--- config.mk ---
export PLATFORM = sky130hd
export DESIGN_NAME = uart_xcvr
export DESIGN_NICKNAME = d
export VERILOG_FILES = /design/src/rtl/uart_pkg.sv /design/src/rtl/uart_fifo.sv /design/src/rtl/uart_xcvr.sv
export SDC_FILE = /design/constraint.sdc
export NUM_CORES = 1
export LEC_CHECK = 0
export ABC_AREA = 1
export ABC_CLOCK_PERIOD_IN_PS = 2100
export CAP_MARGIN = 20
export CORE_MARGIN = 1
export CORE_UTILIZATION = 30
export DETAILED_ROUTE_END_ITERATION = 6
export GPL_TIMING_DRIVEN = 0
export PLACE_DENSITY = 0.55
export SLEW_MARGIN = 30
export SYNTH_ARGS = -nofsm -noshare
export SYNTH_HDL_FRONTEND = slang
export SYNTH_SLANG_ARGS = --single-unit
--- constraint.sdc ---
create_clock -name clk_i -period 2.1 [get_ports clk_i]
set_input_delay 0.21 -clock clk_i [delete_from_list [all_inputs] [get_ports clk_i]]
set_output_delay 0.21 -clock clk_i [all_outputs]
set_load 0.01 [all_outputs]
--- src/rtl/uart_pkg.sv ---
// Shared types and helpers for the UART transceiver: FSM state encodings,
// bit-period arithmetic and the parity function used by both directions.
package uart_pkg;

  typedef enum logic [2:0] {
    TX_IDLE,
    TX_START,
    TX_DATA,
    TX_PARITY,
    TX_STOP
  } tx_state_e;

  typedef enum logic [2:0] {
    RX_IDLE,
    RX_START,
    RX_DATA,
    RX_PARITY,
    RX_STOP
  } rx_state_e;

  function automatic int clks_per_bit(input int clk_hz, input int baud);
    return clk_hz / baud;
  endfunction

  // Narrower words are zero-extended by the caller, which leaves the XOR unchanged.
  function automatic logic calc_parity(input logic [7:0] data, input logic odd);
    return (^data) ^ odd;
  endfunction

endpackage

--- src/rtl/uart_fifo.sv ---
// Small synchronous FIFO with valid/ready on both sides; full/empty come from
// pointers carrying one extra wrap bit.
module uart_fifo #(
  parameter int Width = 8,
  parameter int Depth = 4
) (
  input  logic             clk_i,
  input  logic             rst_ni,
  input  logic             push_valid_i,
  input  logic [Width-1:0] push_data_i,
  output logic             push_ready_o,
  output logic             pop_valid_o,
  output logic [Width-1:0] pop_data_o,
  input  logic             pop_ready_i
);

  localparam int AW = $clog2(Depth);

  logic [Width-1:0] r_mem [Depth];
  logic [AW:0]      r_wr_ptr;
  logic [AW:0]      r_rd_ptr;
  logic             w_full;
  logic             w_empty;
  logic             w_push;
  logic             w_pop;

  assign w_full  = (r_wr_ptr[AW] != r_rd_ptr[AW]) && (r_wr_ptr[AW-1:0] == r_rd_ptr[AW-1:0]);
  assign w_empty = (r_wr_ptr == r_rd_ptr);
  assign w_push  = push_valid_i && !w_full;
  assign w_pop   = pop_ready_i && !w_empty;

  assign push_ready_o = !w_full;
  assign pop_valid_o  = !w_empty;
  assign pop_data_o   = r_mem[r_rd_ptr[AW-1:0]];

  always_ff @(posedge clk_i or negedge rst_ni) begin
    if (!rst_ni) begin
      r_wr_ptr <= '0;
      r_rd_ptr <= '0;
    end else begin
      if (w_push) r_wr_ptr <= r_wr_ptr + 1'b1;
      if (w_pop)  r_rd_ptr <= r_rd_ptr + 1'b1;
    end
  end

  always_ff @(posedge clk_i) begin
    if (w_push) r_mem[r_wr_ptr[AW-1:0]] <= push_data_i;
  end

endmodule

--- src/rtl/uart_xcvr.sv ---
// UART transceiver: TX FIFO feeding a serialiser, and a mid-bit sampling
// receiver feeding an RX FIFO, with one-cycle framing/parity/overflow flags.
module uart_xcvr
  import uart_pkg::*;
#(
  parameter int ClockFrequency = 50_000_000,
  parameter int BaudRate       = 115_200,
  parameter int DataBits       = 8,
  parameter int ParityEn       = 0,
  parameter int ParityOdd      = 0,
  parameter int StopBits       = 1,
  parameter int FifoDepth      = 4
) (
  input  logic                clk_i,
  input  logic                rst_ni,
  input  logic                tx_valid_i,
  input  logic [DataBits-1:0] tx_data_i,
  output logic                tx_ready_o,
  output logic                rx_valid_o,
  output logic [DataBits-1:0] rx_data_o,
  input  logic                rx_ready_i,
  output logic                tx_idle_o,
  output logic                rx_frame_err_o,
  output logic                rx_parity_err_o,
  output logic                rx_overflow_o,
  input  logic                uart_rx_i,
  output logic                uart_tx_o
);

  localparam int              ClksPerBit = clks_per_bit(ClockFrequency, BaudRate);
  localparam int              CntW       = $clog2(ClksPerBit + 1);
  localparam logic [CntW-1:0] CntBit     = CntW'(ClksPerBit - 1);
  localparam logic [CntW-1:0] CntHalf    = CntW'(ClksPerBit / 2);
  localparam logic [2:0]      LastData   = 3'(DataBits - 1);
  localparam logic [2:0]      LastStop   = 3'(StopBits - 1);
  localparam logic            ParOdd     = (ParityOdd != 0);

  if (ClksPerBit < 4) begin : g_err_cpb
    $error("uart_xcvr: ClksPerBit must be at least 4");
  end
  if (DataBits < 5 || DataBits > 8) begin : g_err_bits
    $error("uart_xcvr: DataBits must be 5..8");
  end
  if (StopBits < 1 || StopBits > 2) begin : g_err_stop
    $error("uart_xcvr: StopBits must be 1 or 2");
  end
  if (FifoDepth < 2 || (FifoDepth & (FifoDepth - 1)) != 0) begin : g_err_depth
    $error("uart_xcvr: FifoDepth must be a power of 2, at least 2");
  end

  logic                w_txf_valid;
  logic [DataBits-1:0] w_txf_data;
  logic                w_tx_last_stop;
  logic                w_tx_take;
  tx_state_e           r_tx_state;
  logic [CntW-1:0]     r_tx_cnt;
  logic [DataBits-1:0] r_tx_shift;
  logic [2:0]          r_tx_idx;
  logic                r_tx_par;
  logic                r_tx_line;

  uart_fifo #(.Width(DataBits), .Depth(FifoDepth)) u_tx_fifo (
    .clk_i       (clk_i),
    .rst_ni      (rst_ni),
    .push_valid_i(tx_valid_i),
    .push_data_i (tx_data_i),
    .push_ready_o(tx_ready_o),
    .pop_valid_o (w_txf_valid),
    .pop_data_o  (w_txf_data),
    .pop_ready_i (w_tx_take)
  );

  // Taking the next entry on the last stop cycle lets frames abut with no idle gap.
  assign w_tx_last_stop = (r_tx_state == TX_STOP) && (r_tx_cnt == '0) && (r_tx_idx == LastStop);
  assign w_tx_take      = w_txf_valid && ((r_tx_state == TX_IDLE) || w_tx_last_stop);
  assign tx_idle_o      = (r_tx_state == TX_IDLE) && !w_txf_valid;
  assign uart_tx_o      = r_tx_line;

  always_ff @(posedge clk_i or negedge rst_ni) begin
    if (!rst_ni) begin
      r_tx_state <= TX_IDLE;
      r_tx_cnt   <= '0;
      r_tx_shift <= '0;
      r_tx_idx   <= '0;
      r_tx_par   <= 1'b0;
      r_tx_line  <= 1'b1;
    end else if (w_tx_take) begin
      r_tx_state <= TX_START;
      r_tx_cnt   <= CntBit;
      r_tx_shift <= w_txf_data;
      r_tx_par   <= calc_parity(8'(w_txf_data), ParOdd);
      r_tx_line  <= 1'b0;
    end else begin
      case (r_tx_state)
        TX_IDLE: r_tx_line <= 1'b1;
        TX_START: begin
          if (r_tx_cnt == '0) begin
            r_tx_line  <= r_tx_shift[0];
            r_tx_shift <= r_tx_shift >> 1;
            r_tx_idx   <= '0;
            r_tx_cnt   <= CntBit;
            r_tx_state <= TX_DATA;
          end else r_tx_cnt <= r_tx_cnt - 1'b1;
        end
        TX_DATA: begin
          if (r_tx_cnt == '0) begin
            r_tx_cnt <= CntBit;
            if (r_tx_idx == LastData) begin
              r_tx_idx <= '0;
              if (ParityEn != 0) begin
                r_tx_line  <= r_tx_par;
                r_tx_state <= TX_PARITY;
              end else begin
                r_tx_line  <= 1'b1;
                r_tx_state <= TX_STOP;
              end
            end else begin
              r_tx_line  <= r_tx_shift[0];
              r_tx_shift <= r_tx_shift >> 1;
              r_tx_idx   <= r_tx_idx + 3'd1;
            end
          end else r_tx_cnt <= r_tx_cnt - 1'b1;
        end
        TX_PARITY: begin
          if (r_tx_cnt == '0) begin
            r_tx_line  <= 1'b1;
            r_tx_cnt   <= CntBit;
            r_tx_idx   <= '0;
            r_tx_state <= TX_STOP;
          end else r_tx_cnt <= r_tx_cnt - 1'b1;
        end
        TX_STOP: begin
          if (r_tx_cnt == '0) begin
            if (r_tx_idx == LastStop) r_tx_state <= TX_IDLE;
            else begin
              r_tx_idx <= r_tx_idx + 3'd1;
              r_tx_cnt <= CntBit;
            end
          end else r_tx_cnt <= r_tx_cnt - 1'b1;
        end
        default: r_tx_state <= TX_IDLE;
      endcase
    end
  end

  logic                r_rx_sync1;
  logic                r_rx_sync2;
  logic                r_rx_prev;
  rx_state_e           r_rx_state;
  logic [CntW-1:0]     r_rx_cnt;
  logic [DataBits-1:0] r_rx_shift;
  logic [2:0]          r_rx_idx;
  logic                r_rx_parbit;
  logic                r_frame_err;
  logic                r_parity_err;
  logic                r_overflow;
  logic                w_rxf_ready;
  logic                w_rx_sample;
  logic                w_rx_par_ok;
  logic                w_rx_push;

  assign w_rx_sample = (r_rx_state == RX_STOP) && (r_rx_cnt == '0);
  assign w_rx_par_ok = (ParityEn == 0) || (r_rx_parbit == calc_parity(8'(r_rx_shift), ParOdd));
  assign w_rx_push   = w_rx_sample && r_rx_sync2 && w_rx_par_ok && w_rxf_ready;

  assign rx_frame_err_o  = r_frame_err;
  assign rx_parity_err_o = r_parity_err;
  assign rx_overflow_o   = r_overflow;

  uart_fifo #(.Width(DataBits), .Depth(FifoDepth)) u_rx_fifo (
    .clk_i       (clk_i),
    .rst_ni      (rst_ni),
    .push_valid_i(w_rx_push),
    .push_data_i (r_rx_shift),
    .push_ready_o(w_rxf_ready),
    .pop_valid_o (rx_valid_o),
    .pop_data_o  (rx_data_o),
    .pop_ready_i (rx_ready_i)
  );

  // A start needs a 1->0 edge, so after a framing error a held-low break is ignored.
  always_ff @(posedge clk_i or negedge rst_ni) begin
    if (!rst_ni) begin
      r_rx_sync1   <= 1'b1;
      r_rx_sync2   <= 1'b1;
      r_rx_prev    <= 1'b1;
      r_rx_state   <= RX_IDLE;
      r_rx_cnt     <= '0;
      r_rx_shift   <= '0;
      r_rx_idx     <= '0;
      r_rx_parbit  <= 1'b0;
      r_frame_err  <= 1'b0;
      r_parity_err <= 1'b0;
      r_overflow   <= 1'b0;
    end else begin
      r_rx_sync1   <= uart_rx_i;
      r_rx_sync2   <= r_rx_sync1;
      r_rx_prev    <= r_rx_sync2;
      r_frame_err  <= 1'b0;
      r_parity_err <= 1'b0;
      r_overflow   <= 1'b0;
      case (r_rx_state)
        RX_IDLE: begin
          if (r_rx_prev && !r_rx_sync2) begin
            r_rx_cnt   <= CntHalf;
            r_rx_state <= RX_START;
          end
        end
        RX_START: begin
          if (r_rx_cnt == '0) begin
            if (r_rx_sync2) r_rx_state <= RX_IDLE;
            else begin
              r_rx_cnt   <= CntBit;
              r_rx_idx   <= '0;
              r_rx_state <= RX_DATA;
            end
          end else r_rx_cnt <= r_rx_cnt - 1'b1;
        end
        RX_DATA: begin
          if (r_rx_cnt == '0) begin
            r_rx_shift <= {r_rx_sync2, r_rx_shift[DataBits-1:1]};
            r_rx_cnt   <= CntBit;
            if (r_rx_idx == LastData) begin
              r_rx_idx   <= '0;
              r_rx_state <= (ParityEn != 0) ? RX_PARITY : RX_STOP;
            end else r_rx_idx <= r_rx_idx + 3'd1;
          end else r_rx_cnt <= r_rx_cnt - 1'b1;
        end
        RX_PARITY: begin
          if (r_rx_cnt == '0) begin
            r_rx_parbit <= r_rx_sync2;
            r_rx_cnt    <= CntBit;
            r_rx_state  <= RX_STOP;
          end else r_rx_cnt <= r_rx_cnt - 1'b1;
        end
        RX_STOP: begin
          if (r_rx_cnt == '0) begin
            r_rx_state <= RX_IDLE;
            if (!r_rx_sync2)       r_frame_err  <= 1'b1;
            else if (!w_rx_par_ok) r_parity_err <= 1'b1;
            else if (!w_rxf_ready) r_overflow   <= 1'b1;
          end else r_rx_cnt <= r_rx_cnt - 1'b1;
        end
        default: r_rx_state <= RX_IDLE;
      endcase
    end
  end

endmodule

==> impl_metrics.ini, run 1 <==
[cts]
cts_tree = done
clkLatencyLatePin_ns = 0.42
clk_pin_slew_ns = 0.06
clk_path_buf_depth = 2
cts_sinks = 128
htree_levels = 4
cts_made_buffers = 17
root_buffer = clkbuf_16

[pwr]
leakage_nw = 3.00
combPwrFrac = 0.247
vdd_drop_max_mv = 0.581
powerDensity_nw_per_um2 = 1070
p_seq_frac = 0.395
total_power_mw = 7.83
switching_share = 0.319
intPower_mw = 5.33
pwr-share-clk = 0.358
switching_power_mw = 2.50

[detailed_routing]
wl_um = 11900
drtIter0Drc = 251
drtAntennaViolNets = 0
drc = 0
vias_per_cell = 4.47
dr.pass1.iters = 4
wire_per_inst_um = 12.9
vias = 4118

[global_route]
antenna_found_initial = 0
overflow = 0
track_usage = 0.131
grt_pass1_vias = 4340
grt_max_degree = 39
grt_pass1_wl_um = 20600

[sta]
skew_ns = 0.0124
tightestPinTransition_ns = 0.777
fin_setup_tns_ns = 0
rsz0062_at_grt = yes
max_freq_ghz = 0.483
maxSlewHeadroom = 0.480
period_minus_slack_ns = 2.07
final-hold-violation-count = 0
finalSetupViolCount = 0
finalCritPeriodShare = 0.985
maxSlewViolCount = 0

[cells_and_area]
stdcell_count = 921
multiInputGateArea_um2 = 2170
drive_above_1_share = 0.171
diodes = 0
most-common-layout-cells = nand2_1, nor2_1, edfxtp_1
final_nets = 673
mostFrequentLayoutCell = nand2_1
syn2layout_area_growth_pct = 23.0
final-seq-area_um2 = 3530
fillers = 1906
fin_area_um2 = 7310

[synth]
seq_area_frac_synth = 0.594
synth_edf_count = 64
synth_nets = 618
ys_ff_latch = 128
synth_cell_types = 39
synth_ff_type = edfxtp_1
syn_area_um2 = 5940
synthCells = 588
yosysWarnings = 0
async_flop_share = 0.500
synth_area_per_cell_um2 = 10.1

[setup_path]
crit_slowest_cell = nor2_1
crit_family = simple AND/OR/NAND/NOR gates
crit_type = reg2reg
max_stage_delay_ns = 0.62
path_cells = buf_4 > inv_4 > nand2_1 > nand2_1 > nand4_1 > nand2_2 > nor2_1
worst-path-buf-inv = 2
crit_top_cell = nand2_1
crit_fanout = 9
reg2reg_from = u_tx_fifo.r_rd_ptr[0]
startpoint_type = register
worstSetupEndpointType = register
required_ns = 2.14
crit_start = u_tx_fifo.r_rd_ptr[0]
arrival_ns = 2.11

[job]
cap_violations = 0

[die]
dieWidth_um = 143
die_y_um = 143
die-area_um2 = 20400
io_pins = 28
initial_core_util = 0.305
core_um2 = 19500
rows = 51

[place]
place_congestion = 0.772
place_inst = 880
placed_cell_area_um2 = 6550
io_buffers = 26
hpwlAfterDp_um = 8100

[min_path]
hold_path_startpoint = uart_rx_i
hold_class = in2reg

[status]
status = finished, final reports clean
-- sequential cells by signal (all words and copies together), names as in the netlist, 8 cells and up --
name and flops:
r_tx_cnt 9, r_rx_cnt 9, r_tx_shift 8, r_rx_shift 8, u_tx_fifo.r_mem 32, u_rx_fifo.r_mem 32
-- timing repair --
action	CTS	global route
endpoints found under the hold margin	24	0
pin swaps	1	3
gates resized for setup	35	13
setup endpoints to repair	76	63
cloned	0	0
hold buffers	1	0
buffers inserted	6	2
-- final cells by class --
cell class	count	share of cell area
Sequential cell	128	0.483
Multi-Input combinational cell	389	0.296
Clock buffer	18	0.0616
Timing Repair Buffer	36	0.0488
Tap cell	265	0.0453
Inverter	57	0.0317
Buffer	14	0.0173
Clock inverter	14	0.0166
-- power by group through the flow --
stage / sequential [mW] / combinational (mW) / clock (mW)
after floorplan: 3.10 / 1.24 / 0
after global placement: 3.13 / 1.78 / 0
after detailed placement: 3.14 / 1.85 / 0
after CTS: 3.09 / 1.93 / 2.87
after global routing: 3.13 / 2.19 / 2.99
final: 3.09 / 1.93 / 2.80
-- final timing paths --
path,cells after the start,slack [ns],to
max reg2reg,7,0.03,u_tx_fifo.r_mem[0][6]
max,7,0.03,u_tx_fifo.r_mem[0][6]
min in group asynchronous,2,0.27,r_tx_idx[2]
min reg2reg,0,0.36,r_rx_sync2
min,1,0.21,r_rx_sync1
max in group asynchronous,3,1.23,r_rx_prev
-- cells by family (layout without fill, tap and decap cells) --
| family | after synthesis | in the layout | share of synthesized area |
|---|---|---|---|
| buffers and inverters | 71 | 139 | 0.0535 |
| XOR/XNOR | 16 | 16 | 0.0248 |
| AO/OA/AOI/OAI | 97 | 97 | 0.0924 |
| flip-flops | 128 | 128 | 0.594 |
| adder cells (fa/ha/maj) | 17 | 17 | 0.0358 |
| other | 1 | 1 | 0.000631 |
| AND/OR/NAND/NOR | 258 | 258 | 0.199 |
-- worst register-to-register path: stages (launching register included) --
cell     delay, ns
dfrtp_1       0.36
buf_4         0.19
inv_4         0.08
nand2_1       0.06
nand2_1       0.10
nand4_1       0.15
nand2_2       0.13
nor2_1        0.62
-- layer usage --
metal  track usage  routed length (um)
met5             0                   0
met4        0.0458                 128
met3        0.0339                 460
met2         0.229                6080
met1         0.155                5240
-- synthesized netlist by cell type (all sizes together), types with 8 or more instances --
cell type	n	share of area
a21oi	12	0.011
nor2	87	0.064
edfxtp	64	0.32
xor2	8	0.012
inv	57	0.037
xnor2	8	0.013
ha	17	0.036
o21ai	64	0.055
dfrtp	60	0.25
nand2	114	0.083
buf	10	0.013
o22ai	19	0.022
nand3	50	0.046
-- stage by stage --
step	setup slack [ns]	hold slack [ns]	utilization
2_1_floorplan	0.0877	-0.0856	-
3_3_place_gp	-1.41	0.355	0.336
3_5_place_dp	-0.408	0.164	0.337
4_1_cts	-0.0580	0.198	0.374
5_1_grt	-0.207	0.200	0.376
6_report	0.0306	0.210	0.376
Note: power is estimated with default switching activity, not from simulation.
==> run 2, diff against run 1 <==
--- a/config.mk
+++ b/config.mk
@@ -12,6 +12,7 @@
 export CORE_UTILIZATION = 30
 export DETAILED_ROUTE_END_ITERATION = 6
 export GPL_TIMING_DRIVEN = 0
+export MAX_ROUTING_LAYER = met4
 export PLACE_DENSITY = 0.55
 export SLEW_MARGIN = 30
 export SYNTH_ARGS = -nofsm -noshare
==> run 2 against run 1 <==
- final area is the same
- non-clock buffer count stayed put
- critical path type unchanged
- worst setup slack improved by 0.0027 ns
- die area stayed put
- largest cell class unchanged
==> impl_metrics.ini, run 2 (synthesis results as in run 1) <==
[pwr]
vdd_drop_max_mv = 0.576
leakage_nw = 3.00
powerDensity_nw_per_um2 = 1070
total_power_mw = 7.82

[global_route]
track_usage = 0.135
grt_pass1_vias = 4334
antenna_found_initial = 0
grt_pass1_wl_um = 20600
overflow = 0
grt_max_degree = 39

[sta]
period_minus_slack_ns = 2.07
finalCritPeriodShare = 0.984
rsz0062_at_grt = yes
fin_setup_tns_ns = 0
final-hold-violation-count = 0
finalHoldWorstSlack_ns = 0.213
finalSetupViolCount = 0
skew_ns = 0.0114
tightestPinTransition_ns = 0.778
maxSlewHeadroom = 0.480
max_freq_ghz = 0.484
maxSlewViolCount = 0

[detailed_routing]
dr_wl_met3_um = 350
wl_um = 11900
wl_met1_um = 5350
dr.pass1.iters = 4
drc = 0
wl_met2_um = 6060
topRoutingLayerUsed = met4
vias = 4118
vias_per_cell = 4.47
wire_per_inst_um = 12.9
drtIter0Drc = 219
drtAntennaViolNets = 0

[min_path]
hold_class = in2reg
hold_path_startpoint = uart_rx_i

[setup_path]
crit_start = u_tx_fifo.r_rd_ptr[0]
required_ns = 2.14
reg2reg_from = u_tx_fifo.r_rd_ptr[0]
arrival_ns = 2.10
startpoint_type = register
crit_fanout = 9
worstSetupEndpointType = register
crit_type = reg2reg
rrSetupSlack_ns = 0.03

[die]
initial_core_util = 0.305
die_y_um = 143
io_pins = 28
dieWidth_um = 143
core_um2 = 19500
die-area_um2 = 20400
rows = 51

[job]
cap_violations = 0

[cells_and_area]
stdcell_count = 921
syn2layout_area_growth_pct = 23.0
mostFrequentLayoutCell = nand2_1
drive_above_1_share = 0.171
most-common-layout-cells = nand2_1, nor2_1, edfxtp_1
fillers = 1906
final_nets = 673
postLayoutCoreUtil = 0.376
diodes = 0

[cts]
clkLatencyLatePin_ns = 0.42
clk_path_buf_depth = 2
clk_pin_slew_ns = 0.06
cts_made_buffers = 17
cts_sinks = 128
htree_levels = 4
cts_tree = done
root_buffer = clkbuf_16

[place]
hpwlAfterDp_um = 8100
place_inst = 880
place_congestion = 0.783
io_buffers = 26

[status]
status = finished, final reports clean
-- run 2: worst paths after layout --
kind / to / cells past startpoint
setup / recovery: u_tx_fifo.r_mem[0][6] / 7
hold / removal: r_rx_sync1 / 1
setup reg to reg: u_tx_fifo.r_mem[0][6] / 7
hold reg to reg: r_rx_sync2 / 0
max in group asynchronous: r_rx_prev / 3
min in group asynchronous: r_tx_idx[2] / 2
-- run 2: timing repair --
item                                    in CTS  in global routing
pin swaps                                    1                  3
endpoints found under the setup margin      76                 63
hold buffers                                 1                  0
gates resized for setup                     35                 13
buffers inserted                             6                  2
endpoints found under the hold margin       24                  0
-- run 2: final cells by class --
cell class              instances  area (um2)  area share
inverters                      57         231      0.0317
plain buffers                  14         126      0.0173
well taps                     265         332      0.0453
repair buffers                 36         357      0.0488
clock inverters                14         121      0.0166
clock buffers                  18         450      0.0616
flip-flops and latches        128        3530       0.483
multi-input cells             389        2170       0.296
-- run 2: through the flow --
stage               instance area [um2]  setup slack [ns]
detailed placement                 6550            -0.408
finish                             7310            0.0333
global placement                   6540             -1.41
floorplan                          5940            0.0877
CTS                                7270           -0.0580
global route                       7310            -0.207
-- run 2: layer usage --
metal | GRT usage | vias up
li1 | - | 2103
met1 | 0.156 | 1951
met2 | 0.229 | 55
met3 | 0.0352 | 9
met4 | 0.0441 | 0
met5 | - | -
-- run 2: report_power, final --
part | switching [mW] | total [mW] | internal (mW)
logic | 1.15 | 1.94 | 0.784
registers | 0.164 | 3.09 | 2.93
clock network | 1.18 | 2.80 | 1.62
total | 2.49 | 7.82 | 5.33
-- run 2: worst max-delay path, cell delays in order, from the launching register on --
cell,delay [ns]
dfrtp_1,0.36
buf_4,0.19
inv_4,0.08
nand2_1,0.06
nand2_1,0.10
nand4_1,0.15
nand2_2,0.13
nor2_1,0.62
==> run 3, diff against run 2 <==
--- a/config.mk
+++ b/config.mk
@@ -13,8 +13,8 @@
 export DETAILED_ROUTE_END_ITERATION = 6
 export GPL_TIMING_DRIVEN = 0
 export MAX_ROUTING_LAYER = met4
-export PLACE_DENSITY = 0.55
-export SLEW_MARGIN = 30
+export PLACE_DENSITY = 0.43
+export SLEW_MARGIN = 20
 export SYNTH_ARGS = -nofsm -noshare
 export SYNTH_HDL_FRONTEND = slang
 export SYNTH_SLANG_ARGS = --single-unit
==> run 3 against run 2 <==
- routed wire length is 6.1% higher
- die area stayed put
- sequential power hardly changed
- sequential share of layout area is 0.15 points lower
- largest cell class unchanged
- final area is 0.31% higher
- combinational power hardly changed
- flip-flop and latch count stayed put
- via count is 1.3% higher
- critical path depth stayed put
==> impl_metrics.ini, run 3 (synthesis results as in run 1) <==
[global_route]
overflow = 0
grt_max_degree = 55
grt_pass1_wl_um = 21100
track_usage = 0.142
grt_pass1_vias = 4219
antenna_found_initial = 0

[cells_and_area]
diodes = 0
syn2layout_area_growth_pct = 23.4
most-common-layout-cells = nand2_1, nor2_1, edfxtp_1
final_nets = 675
mostFrequentLayoutCell = nand2_1
drive_above_1_share = 0.167

[sta]
final-hold-violation-count = 0
finalHoldWorstSlack_ns = 0.181
rsz0062_at_grt = yes
finalCritPeriodShare = 0.982
worst_slack_ns = 0.0375
period_minus_slack_ns = 2.06
maxSlewHeadroom = 0.462
max_freq_ghz = 0.485
tightestPinTransition_ns = 0.804
skew_ns = 0.00917
fin_setup_tns_ns = 0
maxSlewViolCount = 0
finalSetupViolCount = 0

[cts]
cts_sinks = 128
cts_made_buffers = 17
clk_path_buf_depth = 2
cts_tree = done
root_buffer = clkbuf_16
clk_pin_slew_ns = 0.06
htree_levels = 4
clkLatencyLatePin_ns = 0.42

[die]
rows = 51
io_pins = 28
die_y_um = 143
die-area_um2 = 20400
initial_core_util = 0.305
dieWidth_um = 143
core_um2 = 19500

[detailed_routing]
drc = 0
drtIter0Drc = 174
wire_per_inst_um = 13.7
drtAntennaViolNets = 0
vias_per_cell = 4.52
wl_um = 12600
vias = 4171
dr.pass1.iters = 4

[pwr]
leakage_nw = 3.01
powerDensity_nw_per_um2 = 1060
vdd_drop_max_mv = 0.578

[setup_path]
startpoint_type = register
crit_fanout = 9
required_ns = 2.15
r2r_cells = 7
crit_type = reg2reg
worstSetupEndpointType = register
arrival_ns = 2.11

[status]
status = finished, final reports clean

[min_path]
hold_class = in2async

[job]
cap_violations = 0

[place]
hpwlAfterDp_um = 8400
place_congestion = 0.776
pre_cts_slack_ns = -0.584
io_buffers = 26
[run 3: cell types whose count changed in the layout (fill, tap and decap cells not counted), sizes merged]
cell	before	now
buf	21	22
bufinv	0	1
clkbuf	22	21
clkdlybuf4s15	1	0
clkinv	6	9
clkinvlp	3	4
dlygate4sd2	9	11
inv	62	57
[run 3: metal layers]
layer  track usage  share of wire  wire [um]  vias to the layer above
met1         0.163           0.45       5720                     1999
met4        0.0549          0.014        177                        0
li1              -              -          -                     2094
met3        0.0389          0.037        469                       13
met5             -              0          0                        -
met2         0.236           0.50       6240                       65
[run 3: timing repair]
| action | 4_1_cts | 5_1_grt |
|---|---|---|
| gates resized for setup | 35 | 4 |
| pin swaps | 4 | 0 |
| setup endpoints to repair | 76 | 58 |
| endpoints found under the hold margin | 60 | 0 |
| buffers inserted | 10 | 0 |
| hold buffers | 1 | 0 |
[run 3: area by class of cell]
cell class | count | area, um2
Clock buffer | 17 | 425
Sequential cell | 128 | 3530
Tap cell | 265 | 332
Buffer | 14 | 125
Multi-Input combinational cell | 389 | 2160
Timing Repair Buffer | 38 | 419
Inverter | 57 | 231
Fill cell | 1947 | 12100
Clock inverter | 14 | 118
[run 3: metrics by stage]
stage          utilization  instance area, um2  instances  total power [mW]
6_report             0.377                7330        922              7.75
5_1_grt              0.377                7330        922              8.21
4_1_cts              0.376                7320        922              7.86
3_3_place_gp         0.336                6540        879              4.96
3_5_place_dp         0.337                6560        880              5.01
2_1_floorplan            -                5940        588              4.34
[run 3: worst max-delay path, cell delays in order (launching register included)]
cell,delay (ns)
dfrtp_1,0.35
buf_4,0.19
inv_4,0.08
nand2_1,0.06
nand2_1,0.08
nand4_1,0.16
nand2_2,0.14
nor2_1,0.64
[run 3: worst paths after layout]
| path | startpoint | slack (ns) | to |
|---|---|---|---|
| max | u_tx_fifo.r_rd_ptr[0] | 0.04 | u_tx_fifo.r_mem[1][6] |
| min | rst_ni | 0.18 | u_rx_fifo.r_rd_ptr[0] |
| max reg2reg | u_tx_fifo.r_rd_ptr[0] | 0.04 | u_tx_fifo.r_mem[1][6] |
| min reg2reg | r_rx_sync1 | 0.36 | r_rx_sync2 |
| max in group asynchronous | rst_ni | 1.34 | r_rx_sync1 |
| min in group clk_i | uart_rx_i | 0.20 | r_rx_sync1 |
[run 3: power breakdown]
| part | internal, mW | switching, mW |
|---|---|---|
| Sequential | 2.93 | 0.161 |
| Clock | 1.61 | 1.12 |
| Combinational | 0.780 | 1.15 |
| Total | 5.32 | 2.43 |
